===== config.mk =====
export PLATFORM = sky130hd
export DESIGN_NAME = window_gen_3x3
export DESIGN_NICKNAME = d
export VERILOG_FILES = /design/src/rtl/cnn_pkg.sv /design/src/rtl/line_fifo.sv /design/src/rtl/window_gen_3x3.sv
export SDC_FILE = /design/constraint.sdc
export NUM_CORES = 1
export LEC_CHECK = 0
export ABC_AREA = 1
export CAP_MARGIN = 20
export CORE_UTILIZATION = 34
export CTS_CLUSTER_SIZE = 8
export DETAILED_ROUTE_END_ITERATION = 8
export SETUP_SLACK_MARGIN = 0.1
export SYNTH_ARGS = -nofsm -noshare
export SYNTH_HDL_FRONTEND = slang
export SYNTH_SLANG_ARGS = --single-unit
export TNS_END_PERCENT = 20

===== constraint.sdc =====
create_clock -name clk -period 4.5 [get_ports clk]
set_clock_uncertainty 0.15 [all_clocks]
set_input_delay 0.9 -clock clk [delete_from_list [all_inputs] [get_ports clk]]
set_output_delay 0.9 -clock clk [all_outputs]
set_load 0.005 [all_outputs]

===== src/rtl/cnn_pkg.sv =====
// Shared definitions for the CNN datapath: pixel width, kernel size and the
// packed-window element ordering used by both the window generator and the
// 3x3 convolution stage.
package cnn_pkg;

  localparam int DATA_W = 16;
  localparam int KSIZE  = 3;
  localparam int WIN_W  = DATA_W * KSIZE * KSIZE;

  // Element index inside a packed window: row 0 is the oldest image row,
  // col 0 the leftmost column, so index 0 is top-left and the last index is
  // the most recent pixel.
  function automatic int win_idx(input int row, input int col);
    return row * KSIZE + col;
  endfunction

endpackage


===== src/rtl/line_fifo.sv =====
// Fixed-delay line buffer: every enabled push returns the value pushed DEPTH
// pushes earlier. Built as a circular RAM with a single wrap pointer and a
// registered read that prefetches the slot the next push will overwrite.
module line_fifo #(
  parameter int WIDTH = 16,
  parameter int DEPTH = 28
) (
  input  logic             clk,
  input  logic             rst,
  input  logic             en,
  input  logic [WIDTH-1:0] din,
  output logic [WIDTH-1:0] dout
);

  localparam int PTR_W = (DEPTH > 1) ? $clog2(DEPTH) : 1;

  logic [WIDTH-1:0] mem [DEPTH];
  logic [PTR_W-1:0] ptr_reg;
  logic [PTR_W-1:0] ptr_next;
  logic [WIDTH-1:0] dout_reg;

  // Next slot, wrapping at DEPTH-1.
  always_comb begin
    ptr_next = ptr_reg + 1'b1;
    if (ptr_reg == PTR_W'(DEPTH - 1)) begin
      ptr_next = '0;
    end
  end

  // Wrap pointer advances only on an accepted push.
  always_ff @(posedge clk) begin
    if (rst) begin
      ptr_reg <= '0;
    end else if (en) begin
      ptr_reg <= ptr_next;
    end
  end

  // RAM write plus prefetch of the slot the next push will replace. That slot
  // is never the one written this cycle (DEPTH >= 3), so the read returns the
  // old contents. Contents are deliberately not cleared on reset.
  always_ff @(posedge clk) begin
    if (en) begin
      mem[ptr_reg] <= din;
      dout_reg     <= mem[ptr_next];
    end
  end

  assign dout = dout_reg;

endmodule


===== src/rtl/window_gen_3x3.sv =====
// Streaming 3x3 sliding-window generator. Two line buffers hold the previous
// two image rows; a 3x3 shift register assembles the neighbourhood and a full
// window is emitted only when it lies entirely inside the current frame.
module window_gen_3x3
  import cnn_pkg::KSIZE;
  import cnn_pkg::win_idx;
#(
  parameter int DATA_W = 16,
  parameter int IMG_W  = 28,
  parameter int IMG_H  = 28
) (
  input  logic                            clk,
  input  logic                            rst,
  input  logic                            in_valid,
  input  logic [DATA_W-1:0]               in_data,
  output logic                            out_valid,
  output logic [KSIZE*KSIZE*DATA_W-1:0]   window,
  output logic                            out_last
);

  localparam int COL_W = $clog2(IMG_W);
  localparam int ROW_W = $clog2(IMG_H);

  logic [COL_W-1:0] col_reg;
  logic [ROW_W-1:0] row_reg;
  logic             col_end;
  logic             row_end;
  logic             emit;
  logic             emit_last;

  logic [DATA_W-1:0] lf0_out;
  logic [DATA_W-1:0] lf1_out;
  logic [DATA_W-1:0] new_col  [KSIZE];
  logic [DATA_W-1:0] win_reg  [KSIZE][KSIZE];
  logic [DATA_W-1:0] win_next [KSIZE][KSIZE];
  logic [KSIZE*KSIZE*DATA_W-1:0] window_next;

  logic                          out_valid_reg;
  logic                          out_last_reg;
  logic [KSIZE*KSIZE*DATA_W-1:0] window_reg;

  assign col_end   = (col_reg == COL_W'(IMG_W - 1));
  assign row_end   = (row_reg == ROW_W'(IMG_H - 1));
  // Only windows whose three columns and three rows all belong to the current
  // row band of this frame are emitted; row-straddling windows are dropped.
  assign emit      = in_valid && (row_reg >= ROW_W'(2)) && (col_reg >= COL_W'(2));
  assign emit_last = emit && row_end && col_end;

  // Raster position of the next pixel; wraps to (0,0) after the frame's last pixel.
  always_ff @(posedge clk) begin
    if (rst) begin
      col_reg <= '0;
      row_reg <= '0;
    end else if (in_valid) begin
      if (col_end) begin
        col_reg <= '0;
        row_reg <= row_end ? '0 : row_reg + 1'b1;
      end else begin
        col_reg <= col_reg + 1'b1;
      end
    end
  end

  // lf1 delays the incoming stream by one row, lf0 by a second row.
  line_fifo #(.WIDTH(DATA_W), .DEPTH(IMG_W)) u_lf1 (
    .clk  (clk),
    .rst  (rst),
    .en   (in_valid),
    .din  (in_data),
    .dout (lf1_out)
  );

  line_fifo #(.WIDTH(DATA_W), .DEPTH(IMG_W)) u_lf0 (
    .clk  (clk),
    .rst  (rst),
    .en   (in_valid),
    .din  (lf1_out),
    .dout (lf0_out)
  );

  // Incoming column, oldest row on top.
  assign new_col[0] = lf0_out;
  assign new_col[1] = lf1_out;
  assign new_col[2] = in_data;

  // Each row shifts left by one; the new column enters on the right. The
  // packed form of the shifted array is exactly the window to emit.
  for (genvar gi = 0; gi < KSIZE; gi++) begin : g_row
    for (genvar gj = 0; gj < KSIZE; gj++) begin : g_col
      if (gj == KSIZE - 1) begin : g_new
        assign win_next[gi][gj] = new_col[gi];
      end else begin : g_shift
        assign win_next[gi][gj] = win_reg[gi][gj+1];
      end
      assign window_next[DATA_W*win_idx(gi, gj) +: DATA_W] = win_next[gi][gj];
    end
  end

  // Neighbourhood shift register; moves only on accepted pixels.
  always_ff @(posedge clk) begin
    if (in_valid) begin
      win_reg <= win_next;
    end
  end

  // Registered outputs; window only changes when a new window is emitted.
  always_ff @(posedge clk) begin
    if (rst) begin
      out_valid_reg <= 1'b0;
      out_last_reg  <= 1'b0;
      window_reg    <= '0;
    end else begin
      out_valid_reg <= emit;
      out_last_reg  <= emit_last;
      if (emit) begin
        window_reg <= window_next;
      end
    end
  end

  assign out_valid = out_valid_reg;
  assign out_last  = out_last_reg;
  assign window    = window_reg;

endmodule


Yosys cells after proc, flatten, opt, wreduce, memory -nomap -nowiden

Memories as Yosys holds them, arrays and structs flattened. A register that Yosys moved wholly into a read port is not among the register bits.
Cells that the tools add are included.

Mux-type cells: 6
Reductions and logical operators: 5
$add $sub $neg: 4
Equality and inequality tests: 4
Magnitude comparators: 2

Operator list:

| cell                  | number |
|---|---|
| $add A5 B1 Y5 const B | 4 |
| $eq A5 B5 Y1 const B  | 4 |
| $mux W5               | 4 |
| $ge A5 B2 Y1 const B  | 2 |
| $logic_and A1 B1 Y1   | 4 |
| $mux W1               | 2 |
| $reduce_and A2 Y1     | 1 |

Input bits: 19
Register bits after elaboration: 262
Memory bits (writable): 896
Word-level logic and storage cells: 36
Output and inout bits: 146
Memories kept: 2

Memory list:

| memory    | words | bits a word | read ports | clocked after Yosys merged registers in | write ports | line            | source |
|---|---|---|---|---|---|---|---|
| u_lf0.mem | 28    | 16          | 1          | 1                                       | 1           | line_fifo.sv:17 | `logic [WIDTH-1:0] mem [DEPTH];` |
| u_lf1.mem | 28    | 16          | 1          | 1                                       | 1           | line_fifo.sv:17 |  |

Depth between registers and ports, before layout

Gate-level depths: netlist of run 1.

Depth in word-level cells: 5
Gate-level depth with buffers: 15
Gate-level depth less buffers: 12

By module

A second synthesis of run 1 with hierarchy kept.

Cells, all modules: 5067
Area total of the unflattened synthesis: 51351.8 µm²

By module, submodules not included:

| module         | cells each | area each (µm²) | seq. area each (µm²) | instances |
|---|---|---|---|---|
| line_fifo      | 1825       | 20189.4         | 14033.5              | 2 |
| window_gen_3x3 | 1417       | 10973.0         | 6005.8               | 1 |

Worst setup path before layout of run 1

OpenSTA, ideal clock, no wires.

Kind: register to register
Start: reg u_lf0.ptr_reg[0]
End: reg u_lf0.dout_reg[15], in the netlist u_lf0.dout[15] (read register of u_lf0.mem), data pin
Library setup time: 0.253 ns
Slack: 1.757 ns
Arrival time: 2.340 ns
Stages on the path, launching flop included: 15
Period minus slack after synthesis: 2.743 ns
Required time: 4.097 ns
Path buffers: 5
Cells stage by stage: dfxtp_1 > buf_2 > clkinv_1 > clkbuf_1 > clkbuf_1 > ha_1 > clkbuf_1 > nand2_1 > inv_1 > clkbuf_1 > nand3_1 > nand3_1 > nand2_1 > nand2_1 > nand2_1

Word-level cells in the longest chain between the ends: 2
Elaborated cells between the ends (all ways): 3
Those cells by class: add/sub (1); eq/ne (1); mux (1)

RTL lines:

| item                                          | line                             | source |
|---|---|---|
| start, declared                               | line_fifo.sv:18                  | `logic [PTR_W-1:0] ptr_reg;` |
| start signal, assigned                        | line_fifo.sv:35                  | `ptr_reg <= ptr_next;` |
| $add A5 B1 Y5 or $eq A5 B5 Y1 (tied branches) | line_fifo.sv:24, line_fifo.sv:25 |  |
| $mux W5 *                                     | line_fifo.sv:25                  | `if (ptr_reg == PTR_W'(DEPTH - 1)) begin` |
| end, declared                                 | line_fifo.sv:20                  | `logic [WIDTH-1:0] dout_reg;` |

Mark *: on every way between the ends. The rest lies on a longest branch, timed or not.
A chain may end at the register's enable or synchronous reset.

Final worst setup path of run 1

Start: reg u_lf0.ptr_reg[0]
End: reg u_lf0.dout_reg[6], in the netlist u_lf0.dout[6] (read register of u_lf0.mem), data pin

Same word-level chain as after synthesis.

==> impl_metrics.yaml, run 1 <==
run_status:
  status: "finished clean"
global_routing:
  grt_pass1_vias: 30983
  grt.overflow.total: 0
  grt_start_max_net_pins: 199
  grt_usage_pct: 17.5
  antenna_found_initial: 1
  grt_pass1_wl_mm: 195
cts:
  htree_levels: 4
  numCtsBuffers: 166
  cts_root_buf: "clkbuf_16"
  cts_tree: "done"
  hold_buffers: 0
  cts.sinks: 1190
  cts.repair.resized: 0
  cts_setup_buffers: 0
  clk_latency_ps: 780
  cts.path.max_buffers: 3
  clk_pin_slew_worst_paths_ps: 50
drt:
  drt_iter0_drc: 3562
  routed_via_density: 5.00
  wl_per_cell_um: 19.8
  first_pass_iters: 6
  wl_mm: 129
  num_vias: 32649
  route.detailed.drc: 0
  ant_nets: 0
min_path:
  hp-start: "win_next[127]"
  hold_path.class: "reg2reg"
  hold_path_depth: 0
timing:
  fin_crit_sh_pct: 71.0
  drv_slew: 0
  finalSetupTns_ps: 0
  fmax_mhz: 313
  setup_viol: 0
  relSlewSlack_pct: 24.5
  worst-slew-pin-transition_ps: 1130
  hold_slack_ps: 285
  rsz0062_at_grt: "false"
  hold_violations: 0
  fin_crit_ps: 3190
synthesis:
  synth_area_leader_cell: "edfxtp_1"
  synth_nets: 4381
  synth-edff-count: 1024
  synth_ff_type: "edfxtp_1"
  synth.cell_area_um2: 48700
  netlist_instances: 4350
  synth.top_cell.area_share_pct: 63.1
  yosysUniqueCellTypes: 32
  synth_warnings: 0
  async_flop_share_pct: 0
  synth_area_leaders: "edfxtp_1 63%, nand3_1 7.2%, dfxtp_1 6.8%, nand2_1 4.8%, inv_1 4.3%"
  ys_seq_elements: 1190
  ys_seq_area_share_pct: 69.9
  synth_area_per_cell_um2: 11.2
setup_path:
  startpoint: "u_lf0.ptr_reg[0]"
  worstPathMaxFanout: 101
  crit_chain: "ha_1 > nand4_4 > buf_4 > nand3b_1 > nand3_1 > nand3_1 > nand3_1 > nand2_1 > nand2_1 > nand2_1"
  critPathArrivalTime_ps: 3570
  cp-start-kind: "register"
  cp_slowest_cell: "buf_4"
  critPathRequiredTime_ps: 4870
  crit_path_end_kind: "register"
  critPathKind: "reg2reg"
  r2r-start: "u_lf0.ptr_reg[0]"
  reg2reg_depth: 10
  crit_path_max_incr_delay_ps: 850
final_layout:
  final_area_um2: 57600
  nFillCells: 13397
  ff_latch_area_um2: 34100
  layout-drive-gt1-share_pct: 8.20
  multi_input_area_um2: 11400
  syn2layout_area_growth_pct: 18.2
  nets: 4578
place:
  portBuffers: 164
  dpl_cell_area_um2: 52900
  gp_congestion: 0.859
  hpwl_mm: 72.2
die:
  dieHeight_um: 381
  fp.dieArea_um2: 145000
  die_w_um: 381
  rows: 138
  initial_utilization_pct: 34.3
  io_pins: 165
  fp.coreArea_um2: 142000
pwr:
  power.leakage_uw: 0.0213
  power-per-cell-area_nw_per_um2: 456
  ir_drop_uv: 259
flow_run:
  drv_cap: 0
==> report_power, final <==
group | internal [uW] | switching, uW | leakage, uW
Clock | 6800 | 4590 | 0.00225
Combinational | 596 | 1760 | 0.00837
Sequential | 12400 | 113 | 0.0107
Total | 19800 | 6470 | 0.0213
==> placed cells by master (no fill, tap or decap), drive strengths merged, types with 12 or more instances in the layout <==
master,netlist,final
nor2,346,346
a21oi,161,161
dfxtp,166,166
nand3,699,699
nand3b,160,160
clkdlybuf4s50,0,163
or2,32,32
o2111ai,64,64
clkbuf,117,252
buf,159,142
nand2,623,623
o22ai,25,25
edfxtp,1024,1024
ha,12,12
o21ai,178,178
inv,560,570
==> per-layer routing <==
layer / global-route usage [%] / part of all wire [%]
met1: 24.1 / 44
met3: 2.62 / 6.2
met2: 28.2 / 47
met4: 6.09 / 2.5
met5: 0 / 0
==> synthesized netlist by cell type, types with 2 or more instances <==
master	instances
nand3_1	697
nand3_2	2
inv_2	6
nor4_1	2
a21oi_2	2
inv_1	554
xor2_1	2
xnor2_1	2
clkbuf_1	117
o21ai_0	178
a21oi_1	159
nor3_1	3
clkinv_1	3
nor2_2	4
o211ai_1	7
or2_2	32
nand2_1	622
edfxtp_1	1024
nand3b_1	160
nor3b_1	2
nor2_1	342
buf_1	28
o22ai_1	25
ha_1	12
buf_4	18
buf_2	113
dfxtp_1	166
o2111ai_1	64
==> path summary, 6_finish.rpt <==
| kind | end | slack (ps) |
|---|---|---|
| setup / recovery | u_lf0.dout[6] | 1310 |
| hold / removal | win_next[143] | 290 |
| hold reg to reg | win_next[143] | 290 |
| setup reg to reg | u_lf0.dout[6] | 1310 |
==> critical path, delay by kind of cell, from the launching register on <==
kind / cells / cell delay (ps)
fa+ha+maj: 1 / 340
simple gates: 8 / 1090
flops: 1 / 420
buf+inv: 1 / 850
==> cell type report <==
cell class,instances,area share [%]
flip-flops and latches,1190,59.2
multi-input cells,2321,19.8
clock buffers,252,7.77
repair buffers,305,5.10
well taps,1890,4.11
inverters,563,3.69
clock inverters,14,0.376
diodes,1,0.00435
==> cells by family after synthesis <==
family | share of synthesized area, %
simple gates | 17.7
flops | 69.9
buf+inv | 6.89
compound gates | 5.08
fa+ha+maj | 0.308
xor+xnor | 0.0719
==> metrics by stage <==
stage | setup WS (ps) | instances | total power, uW | utilization (%)
after floorplan | 1760 | 4350 | 14000 | -
after global placement | 1240 | 6268 | 15100 | 37.2
after detailed placement | 1250 | 6269 | 15100 | 37.3
after CTS | 1300 | 6535 | 26500 | 40.6
after global routing | 1080 | 6535 | 27100 | 40.6
final | 1310 | 6536 | 26300 | 40.6
Power figures use the tool's default switching activity.
==> run 2: changes to the inputs <==
==> constraint.sdc (replaced) <==
create_clock -name clk -period 2.8 [get_ports clk]
set_clock_uncertainty 0.15 [all_clocks]
set_input_delay 0.56 -clock clk [delete_from_list [all_inputs] [get_ports clk]]
set_output_delay 0.56 -clock clk [all_outputs]
set_load 0.005 [all_outputs]
==> run 2 against run 1 <==
  * Clock-buffer cell count up 7
  * First-iteration DRC count down 6.6%
  * Routed wire length up 0.24%
  * Clock power up 60%
  * Via count up 0.62%
  * Hold slack worse by 210 ps
  * Power up 61%
==> impl_metrics.yaml, run 2 (synthesis results as in run 1) <==
run_status:
  status: "finished clean"
drt:
  num_vias: 32851
  wl_per_cell_um: 19.6
  routed_via_density: 4.97
  wl_mm: 130
  drt_iter0_drc: 3326
  ant_nets: 0
  route.detailed.drc: 0
  first_pass_iters: 6
setup_path:
  cp_num_buf_inv: 2
  crit_path_max_incr_delay_ps: 390
  critPathArrivalTime_ps: 2930
  cp_slowest_cell: "dfxtp_2"
  critPathRequiredTime_ps: 3150
  worstPathMaxFanout: 43
  cp-start-kind: "register"
  reg2reg_to: "u_lf1.dout[15]"
  critPathKind: "reg2reg"
  reg2reg_depth: 12
  cp_top_family: "simple AND/OR/NAND/NOR gates"
  crit_path_end_kind: "register"
  cp_common_cell: "nand2_1"
  r2r-start: "u_lf1.ptr_reg[0]"
  crit_chain: "ha_2 > nand4_4 > nand2_8 > buf_16 > buf_12 > nand2_1 > nand3_1 > nand3_1 > nand3_1 > nand2_1 > nand2_1 > nand2_1"
  rrSetupSlack_ps: 220
timing:
  drv_slew: 0
  rsz0062_at_grt: "false"
  fin_crit_ps: 2580
  worst-slew-pin-transition_ps: 925
  relSlewSlack_pct: 38.4
  setup_viol: 0
  fmax_mhz: 388
  fin_crit_sh_pct: 92.1
  finalSetupTns_ps: 0
  hold_violations: 0
final_layout:
  nets: 4655
  final_common_cell: "edfxtp_1"
  nFillCells: 13328
  final_area_um2: 58600
  multi_input_area_um2: 11400
  layout_common_cells: "1,024 x edfxtp_1, 694 x nand3_1, 619 x nand2_1"
  antennaDiodeCount: 0
  layout-drive-gt1-share_pct: 9.67
  ff_latch_area_um2: 34100
  syn2layout_area_growth_pct: 20.2
pwr:
  p_seq_share_pct: 47.8
  ir_drop_uv: 564
  p_sw_share_pct: 24.2
  total_power_uw: 42200
  power.leakage_uw: 0.0218
  p_int_uw: 32000
  pwr-share-clk_pct: 43.1
  p_sw_uw: 10200
  combPwrFrac_pct: 9.1
  power-per-cell-area_nw_per_um2: 721
min_path:
  hold_end: "u_lf0.ptr_reg[3]"
  hold_path_depth: 2
  hold_path.class: "in2reg"
  hp-start: "in_valid"
cts:
  clk_latency_ps: 770
  cts.path.max_buffers: 3
  cts.sinks: 1190
  htree_levels: 4
  clk_pin_slew_worst_paths_ps: 50
  numCtsBuffers: 166
  cts_tree: "done"
  hold_buffers: 0
  cts_root_buf: "clkbuf_16"
global_routing:
  use_met2_pct: 28.8
  grt_busiest_layer: "met2"
  grt_pass1_vias: 31958
  grt_start_max_net_pins: 102
  grt.overflow.total: 0
  grt_usage_pct: 17.7
  grt_pass1_wl_mm: 197
  antenna_found_initial: 1
  gr-usage-met3_pct: 2.68
  grt_use_met1_pct: 24.1
die:
  initial_utilization_pct: 34.3
  fp.coreArea_um2: 142000
  io_pins: 165
  dieHeight_um: 381
  fp.dieArea_um2: 145000
  rows: 138
  die_w_um: 381
place:
  dpl_cell_area_um2: 53800
  portBuffers: 164
  gp_congestion: 0.836
  hpwl_mm: 77.5
flow_run:
  drv_cap: 0
## run 2: changes by cell type in the layout (fill, tap and decap cells not counted), sizes merged
cell / previous run / this run
clkinv: 7 / 8
diode: 1 / 0
inv: 570 / 565
buf: 142 / 219
clkbuf: 252 / 259
## run 2: power groups by stage
stage	Combinational (uW)	Clock [uW]	Sequential, uW
4_1_cts	3810	18500	20200
3_5_place_dp	3800	0	20600
6_report	3820	18200	20200
5_1_grt	4140	19300	20200
2_1_floorplan	2000	0	20500
3_3_place_gp	3770	0	20500
## run 2: worst max-delay path by stage
stage                     slack (ps)        endpoint  depth (start not counted)             start
after CTS                        140  u_lf1.dout[15]                         12  u_lf1.ptr_reg[0]
after detailed placement          80   u_lf0.dout[2]                         12  u_lf0.ptr_reg[0]
after floorplan                  170  u_lf0.dout[13]                         14  u_lf0.ptr_reg[0]
final                            220  u_lf1.dout[15]                         12  u_lf1.ptr_reg[0]
after global placement           100   u_lf0.dout[2]                         12  u_lf0.ptr_reg[0]
after global routing             100  u_lf1.dout[15]                         12  u_lf1.ptr_reg[0]
## run 2: worst register-to-register path: cells and delay by family (launching register included)
family                   cells  cell delay [ps]
buffers and inverters        2              480
AND/OR/NAND/NOR              9             1010
flip-flops                   1              390
adder cells (fa/ha/maj)      1              290
## run 2: stage by stage
stage	instances	hold WS [ps]	utilization [%]	setup slack, ps
finish	6615	79.4	41.3	220
global route	6615	47.8	41.3	101
CTS	6615	8.18	41.3	136
detailed placement	6343	276	37.9	82.6
global placement	6343	275	37.9	96.3
floorplan	4350	271	-	172
## run 2: metal layers
metal / routed length [um] / vias to the layer above
li1: - / 15459
met1: 57000 / 16019
met2: 61500 / 1170
met3: 7980 / 203
met4: 3120 / 0
met5: 0 / -
## run 2: layout make-up
cell class                 count  area share, %
inverter                     563           3.63
timing repair buffer         382           6.71
multi-input combinational   2321           19.5
tap                         1890           4.04
sequential                  1190           58.2
clock buffer                 259           7.76
clock inverter                10          0.229
## run 2: repair_timing
action	4_1_cts	5_1_grt
endpoints found under the hold margin	0	0
setup endpoints to repair	1	21
gates resized for setup	0	5
setup buffers	3	0
pin swaps	1	0
